<file path="config.mk">
export PLATFORM = sky130hd
export DESIGN_NAME = pipeline_ctrl_unit_flat
export DESIGN_NICKNAME = d
export VERILOG_FILES = /design/src/rtl/pipeline_ctrl_unit_pkg.sv /design/src/rtl/pipeline_ctrl_unit_if.sv /design/src/rtl/pipeline_ctrl_unit_hazard.sv /design/src/rtl/pipeline_ctrl_unit.sv /design/src/flat_wrapper.sv
export SDC_FILE = /design/constraint.sdc
export NUM_CORES = 1
export LEC_CHECK = 0
export CORE_UTILIZATION = 32
export CTS_CLUSTER_DIAMETER = 50
export CTS_CLUSTER_SIZE = 25
export DETAILED_ROUTE_END_ITERATION = 7
export HOLD_SLACK_MARGIN = 0.1
export PLACE_DENSITY = 0.95
export SYNTH_ARGS = -nofsm -noshare
export SYNTH_HDL_FRONTEND = slang
export SYNTH_SLANG_ARGS = --single-unit
</file>
<file path="constraint.sdc">
create_clock -name CLK -period 2.95 [get_ports CLK]
set_clock_uncertainty 0.05 [all_clocks]
set_input_delay 0.59 -clock CLK [delete_from_list [all_inputs] [get_ports CLK]]
set_output_delay 0.59 -clock CLK [all_outputs]
set_load 0.02 [all_outputs]
</file>
<file path="src/rtl/pipeline_ctrl_unit_pkg.sv">
// Shared types for the pipeline control unit: pipe state encoding,
// register specifier type and inter-stage latch indices.
package pipeline_ctrl_unit_pkg;

    typedef logic [4:0] regbits_t;

    typedef enum logic [1:0] {
        PS_RUN    = 2'b00,
        PS_DRAIN  = 2'b01,
        PS_HALTED = 2'b10
    } pipe_state_t;

    localparam int LAT_IFID  = 0;
    localparam int LAT_IDEX  = 1;
    localparam int LAT_EXMEM = 2;

endpackage

</file>
<file path="src/rtl/pipeline_ctrl_unit_if.sv">
// Hazard-source bundle from decoder, EX and the caches into the control unit.
// master = pipeline datapath side, slave = pipeline_ctrl_unit.
interface pipeline_ctrl_unit_if #(
    parameter int REG_W = 5
);
    logic [REG_W-1:0] id_rs;
    logic [REG_W-1:0] id_rt;
    logic             id_uses_rt;
    logic             id_halt;
    logic [REG_W-1:0] ex_rd;
    logic             ex_memread;
    logic             branch_taken;
    logic             ihit;
    logic             dmem_req;
    logic             dhit;

    modport master (
        output id_rs, id_rt, id_uses_rt, id_halt, ex_rd, ex_memread,
               branch_taken, ihit, dmem_req, dhit
    );

    modport slave (
        input  id_rs, id_rt, id_uses_rt, id_halt, ex_rd, ex_memread,
               branch_taken, ihit, dmem_req, dhit
    );
endinterface

</file>
<file path="src/rtl/pipeline_ctrl_unit_hazard.sv">
// Combinational hazard detection: load-use interlock and data-cache wait.
module pipe_hazard_detect #(
    parameter int REG_W = 5
) (
    input  logic [REG_W-1:0] id_rs,
    input  logic [REG_W-1:0] id_rt,
    input  logic             id_uses_rt,
    input  logic [REG_W-1:0] ex_rd,
    input  logic             ex_memread,
    input  logic             dmem_req,
    input  logic             dhit,
    output logic             loaduse,
    output logic             dwait
);
    logic w_rs_match;
    logic w_rt_match;

    // Register 0 is hardwired, so a load targeting it never creates a hazard.
    assign w_rs_match = (ex_rd == id_rs);
    assign w_rt_match = id_uses_rt && (ex_rd == id_rt);
    assign loaduse    = ex_memread && (ex_rd != '0) && (w_rs_match || w_rt_match);
    assign dwait      = dmem_req && !dhit;
endmodule

</file>
<file path="src/rtl/pipeline_ctrl_unit.sv">
// Pipeline control: per-latch enable/flush, PC enable and halt drain FSM.
// Define PIPE_PERF_CNT_EN to build the stall/flush performance counters.
module pipeline_ctrl_unit
    import pipeline_ctrl_unit_pkg::*;
#(
    parameter int NSTAGES = 5,
    parameter int REG_W   = 5,
    parameter int CNT_W   = 32,
    localparam int NLATCH = NSTAGES - 1
) (
    input  logic              CLK,
    input  logic              RST,
    pipeline_ctrl_unit_if.slave bus,
    output logic              pc_en,
    output logic [NLATCH-1:0] latch_en,
    output logic [NLATCH-1:0] latch_flush,
    output logic              halt,
    output pipe_state_t       state,
    output logic [CNT_W-1:0]  stall_cycles,
    output logic [CNT_W-1:0]  flush_events
);
    localparam int DCW = $clog2(NSTAGES);

    pipe_state_t    r_state, w_state_nxt;
    logic [DCW-1:0] r_cnt, w_cnt_nxt;
    logic           w_loaduse;
    logic           w_dwait;

    pipe_hazard_detect #(.REG_W(REG_W)) u_hazard (
        .id_rs      (bus.id_rs),
        .id_rt      (bus.id_rt),
        .id_uses_rt (bus.id_uses_rt),
        .ex_rd      (bus.ex_rd),
        .ex_memread (bus.ex_memread),
        .dmem_req   (bus.dmem_req),
        .dhit       (bus.dhit),
        .loaduse    (w_loaduse),
        .dwait      (w_dwait)
    );

    always_ff @(posedge CLK) begin
        if (RST) begin
            r_state <= PS_RUN;
            r_cnt   <= '0;
        end else begin
            r_state <= w_state_nxt;
            r_cnt   <= w_cnt_nxt;
        end
    end

    always_comb begin
        pc_en       = 1'b0;
        latch_en    = '0;
        latch_flush = '0;
        w_state_nxt = r_state;
        w_cnt_nxt   = r_cnt;
        case (r_state)
            PS_RUN: begin
                if (w_dwait) begin
                    // full freeze: defaults already hold everything
                end else if (bus.branch_taken) begin
                    pc_en                 = 1'b1;
                    latch_en              = '1;
                    latch_flush[LAT_IFID] = 1'b1;
                    latch_flush[LAT_IDEX] = 1'b1;
                end else if (w_loaduse) begin
                    // HALT stuck behind a load-use stall is retried once it clears
                    latch_en              = '1;
                    latch_en[LAT_IFID]    = 1'b0;
                    latch_flush[LAT_IDEX] = 1'b1;
                end else begin
                    latch_en = '1;
                    if (bus.ihit) begin
                        pc_en = 1'b1;
                    end else begin
                        latch_flush[LAT_IFID] = 1'b1;
                    end
                    if (bus.id_halt) begin
                        pc_en                 = 1'b0;
                        latch_flush[LAT_IFID] = 1'b1;
                        w_state_nxt           = PS_DRAIN;
                        w_cnt_nxt             = DCW'(NSTAGES - 2);
                    end
                end
            end
            PS_DRAIN: begin
                if (!w_dwait) begin
                    latch_en              = '1;
                    latch_flush[LAT_IFID] = 1'b1;
                    if (r_cnt == DCW'(1)) begin
                        w_state_nxt = PS_HALTED;
                    end else begin
                        w_cnt_nxt = r_cnt - 1'b1;
                    end
                end
            end
            PS_HALTED: begin
            end
            default: begin
                w_state_nxt = PS_RUN;
                w_cnt_nxt   = '0;
            end
        endcase
    end

    assign halt  = (r_state == PS_HALTED);
    assign state = r_state;

`ifdef PIPE_PERF_CNT_EN
    logic [CNT_W-1:0] r_stall_cycles;
    logic [CNT_W-1:0] r_flush_events;
    logic             w_stall;
    logic             w_squash;

    assign w_stall  = (r_state == PS_RUN) && !pc_en;
    assign w_squash = (r_state == PS_RUN) && !w_dwait && bus.branch_taken;

    always_ff @(posedge CLK) begin
        if (RST) begin
            r_stall_cycles <= '0;
            r_flush_events <= '0;
        end else begin
            if (w_stall && (r_stall_cycles != '1)) begin
                r_stall_cycles <= r_stall_cycles + 1'b1;
            end
            if (w_squash && (r_flush_events != '1)) begin
                r_flush_events <= r_flush_events + 1'b1;
            end
        end
    end

    assign stall_cycles = r_stall_cycles;
    assign flush_events = r_flush_events;
`else
    assign stall_cycles = '0;
    assign flush_events = '0;
`endif

endmodule

</file>
<file path="src/flat_wrapper.sv">
// flat-port wrapper written by rule: the top's interface ports become plain ports
module pipeline_ctrl_unit_flat import pipeline_ctrl_unit_pkg::*;
#(
    parameter int NSTAGES = 5,
    parameter int REG_W   = 5,
    parameter int CNT_W   = 32,
    localparam int NLATCH = NSTAGES - 1
)
  (CLK, RST, pc_en, latch_en, latch_flush, halt, state, stall_cycles, flush_events, bus_id_rs, bus_id_rt, bus_id_uses_rt, bus_id_halt, bus_ex_rd, bus_ex_memread, bus_branch_taken, bus_ihit, bus_dmem_req, bus_dhit);
  pipeline_ctrl_unit_if #(.REG_W(REG_W)) bus_i ();
  input  logic CLK;
  input  logic RST;
  output logic pc_en;
  output logic [NLATCH-1:0] latch_en;
  output logic [NLATCH-1:0] latch_flush;
  output logic halt;
  output pipe_state_t state;
  output logic [CNT_W-1:0] stall_cycles;
  output logic [CNT_W-1:0] flush_events;
  input wire logic [$bits(bus_i.id_rs)-1:0] bus_id_rs;
  input wire logic [$bits(bus_i.id_rt)-1:0] bus_id_rt;
  input wire logic [$bits(bus_i.id_uses_rt)-1:0] bus_id_uses_rt;
  input wire logic [$bits(bus_i.id_halt)-1:0] bus_id_halt;
  input wire logic [$bits(bus_i.ex_rd)-1:0] bus_ex_rd;
  input wire logic [$bits(bus_i.ex_memread)-1:0] bus_ex_memread;
  input wire logic [$bits(bus_i.branch_taken)-1:0] bus_branch_taken;
  input wire logic [$bits(bus_i.ihit)-1:0] bus_ihit;
  input wire logic [$bits(bus_i.dmem_req)-1:0] bus_dmem_req;
  input wire logic [$bits(bus_i.dhit)-1:0] bus_dhit;
  assign bus_i.id_rs = bus_id_rs;
  assign bus_i.id_rt = bus_id_rt;
  assign bus_i.id_uses_rt = bus_id_uses_rt;
  assign bus_i.id_halt = bus_id_halt;
  assign bus_i.ex_rd = bus_ex_rd;
  assign bus_i.ex_memread = bus_ex_memread;
  assign bus_i.branch_taken = bus_branch_taken;
  assign bus_i.ihit = bus_ihit;
  assign bus_i.dmem_req = bus_dmem_req;
  assign bus_i.dhit = bus_dhit;
  pipeline_ctrl_unit #(.NSTAGES(NSTAGES), .REG_W(REG_W), .CNT_W(CNT_W)) u_core (.CLK(CLK), .RST(RST), .bus(bus_i), .pc_en(pc_en), .latch_en(latch_en), .latch_flush(latch_flush), .halt(halt), .state(state), .stall_cycles(stall_cycles), .flush_events(flush_events));
endmodule
</file>
==> flow_metrics.py <==
metrics = {
    "pwr": {
        "pwr-share-clk": 0.210,
        "p_leak_uw": 0.000619,
        "swShare": 0.453,
        "power_frac_comb": 0.572,
        "p_int_uw": 198,
        "power_density_nw_per_um2": 301,
        "seq_power_share": 0.218,
        "power_switching_uw": 164,
        "vdd_drop_max_mv": 0.0828,
    },
    "synth": {
        "synth_top_area_share": 0.510,
        "synth_top_area_cell": "buf_4",
        "synth-seq-cells": 5,
        "synth-edff-count": 0,
        "synth_area_um2": 1000,
        "synth_cells": 132,
        "synth.area.top_cells": "buf_4 (51%), dfxtp_1 (10%), xor2_1 (7.9%)",
        "yosysWarnings": 0,
        "ys_seq_area_frac": 0.100,
        "syn_area_per_cell_um2": 7.58,
        "yosysUniqueCellTypes": 32,
        "synth-main-ff-cell": "dfxtp_1",
        "async_flop_share": 0,
    },
    "clock_network": {
        "numCtsBuffers": 3,
        "clock-sinks": 5,
        "htreeDepth": 1,
        "clk_pin_slew_worst_paths_ps": 40,
        "cts_tree": "built",
        "cts_root_buffer": "clkbuf_4",
        "clk_latency_ps": 240,
        "clockBufferDepth": 2,
    },
    "route": {
        "finalWirelength_um": 1740,
        "route.vias.total": 793,
        "viasPerCell": 3.79,
        "drt_first_pass_iters": 6,
        "drt_iter0_drc": 34,
        "postRouteAntennaNets": 0,
        "wl_per_cell_um": 8.33,
        "route.detailed.drc": 7,
    },
    "critical_path": {
        "critical_path.max_stage_delay_ps": 560,
        "start_kind": "input pin",
        "critical_path_arrival_ps": 2210,
        "crit_required_ps": 2310,
        "path_buf_inv": 2,
        "endpoint_kind": "output pin",
        "crit_chain": "clkdlybuf4s50_1 > or4_4 > o21ai_2 > o22ai_1 > a21oi_1 > buf_2",
        "crit_type": "in2out",
        "cp_max_fo": 3,
        "cp_slowest_cell": "or4_4",
        "critical-path-top-delay-family": "buffers and inverters",
    },
    "timing": {
        "slew_headroom": 0.626,
        "fin_crit_sh": 0.965,
        "min_period_ps": 2850,
        "finalSetupViolCount": 0,
        "holdWs_ps": 553,
        "maxSlewViolCount": 0,
        "grt_setup_unrepaired": "no",
        "fmax_mhz": 351,
        "worst_pin_slew_ps": 555,
        "finalHoldViolCount": 0,
        "final.setup.worst_slack_ps": 104,
    },
    "place": {
        "dpl.cell_count": 202,
        "dp_hpwl_um": 1500,
        "routabilityCongestion": 0.779,
        "pre_cts_slack_ps": -365,
        "io_buffers": 33,
        "place_area_um2": 1170,
    },
    "global_routing": {
        "grt_pass1_vias": 650,
        "grt_max_degree": 9,
        "track_usage": 0.0953,
        "grt_pass1_wl_um": 2530,
        "overflow": 0,
        "antenna_found_initial": 0,
    },
    "die": {
        "ioPinCount": 100,
        "fp-row-count": 19,
        "chipWidth_um": 57.9,
        "die_h_um": 57.9,
        "die-area_um2": 3360,
        "core-area_um2": 2850,
        "start_util": 0.351,
    },
    "min_path": {
        "hold_class": "reg2reg",
    },
    "layout": {
        "layout.cells.non_filler": 209,
        "most-common-layout-cells": "conb_1 (66), clkdlybuf4s50_1 (29), buf_4 (12)",
        "fin_util": 0.423,
        "diodes": 0,
        "syn_to_final_growth_pct": 20.5,
        "final_common_cell": "conb_1",
        "fin_area_um2": 1210,
        "fin_nets": 205,
        "drive_gt1_frac": 0.140,
    },
    "status": {
        "status": "finished with violations",
        "violations": "design-rule violations",
    },
    "run": {
        "maxCapViolCount": 0,
    },
}
power by group through the flow:
stage / sequential [uW] / clock [uW] / combinational (uW)
2_1_floorplan: 81.0 / 0 / 203
3_3_place_gp: 79.9 / 0 / 204
3_5_place_dp: 80.3 / 0 / 208
4_1_cts: 79.2 / 81.0 / 205
5_1_grt: 80.4 / 83.8 / 224
6_report: 79.2 / 76.0 / 207
cell families after synthesis:
kind of cell / share of synthesized area
xor gates and xnor gates: 0.0875
muxes: 0.0200
adders and majority gates: 0.0250
and+or+nand+nor: 0.130
DFF: 0.100
other: 0.00375
buffers and inverters: 0.529
AOI/OAI and AO/OA: 0.105
final timing paths:
path	startpoint	to	slack (ps)	cells past startpoint
worst max-delay path	bus_ex_rd[1]	latch_flush[0]	100	6
worst min-delay path	u_core.r_cnt[0]	u_core.r_cnt[0]	550	2
worst min register to register	u_core.r_cnt[0]	u_core.r_cnt[0]	550	2
worst max register to register	u_core.r_cnt[0]	u_core.r_cnt[2]	1160	6
worst reg2reg max path, stage by stage, from the launching register on:
cell	delay, ps
dfxtp_1	360
ha_1	180
nor2b_1	160
nor2_1	50
o21ai_0	450
a221oi_1	160
o221a_1	270
routing by layer:
layer | track usage | vias up | share of wire
met5 | 0 | - | 0
met4 | 0.0306 | 0 | 0.0057
met3 | 0.0134 | 2 | 0.081
met2 | 0.207 | 48 | 0.58
met1 | 0.0867 | 352 | 0.34
li1 | - | 391 | -
cells in the mapped netlist (2+ instances only):
cell type / count
nor2_1: 7
o22ai_1: 3
a21oi_1: 2
nor2b_1: 4
xor2_1: 9
mux2i_1: 2
inv_1: 4
o21ai_0: 4
nor3_1: 2
buf_4: 68
ha_1: 2
dfxtp_1: 5
stage by stage:
step	total power (uW)	TNS [ps]
final	363	0
after CTS	366	0
after global placement	284	-1190
after global routing	388	0
after detailed placement	288	-1350
after floorplan	284	0
timing repair:
action,4_1_cts,5_1_grt
endpoints found under the setup margin,4,3
gates resized for setup,14,3
hold buffers,0,0
pin swaps,3,1
setup buffers,1,2
sequential cells by signal, summed over array words and instances (netlist names):
signal / flops
u_core.state: 2
u_core.r_cnt: 3
final cells by class:
type | instances | area, um^2
inverter | 5 | 18.8
tap | 31 | 38.8
clock buffer | 4 | 26.3
fill | 301 | 1650
timing repair buffer | 45 | 400
multi-input combinational | 119 | 622
sequential | 5 | 100
(Power assumes the default switching activity.)
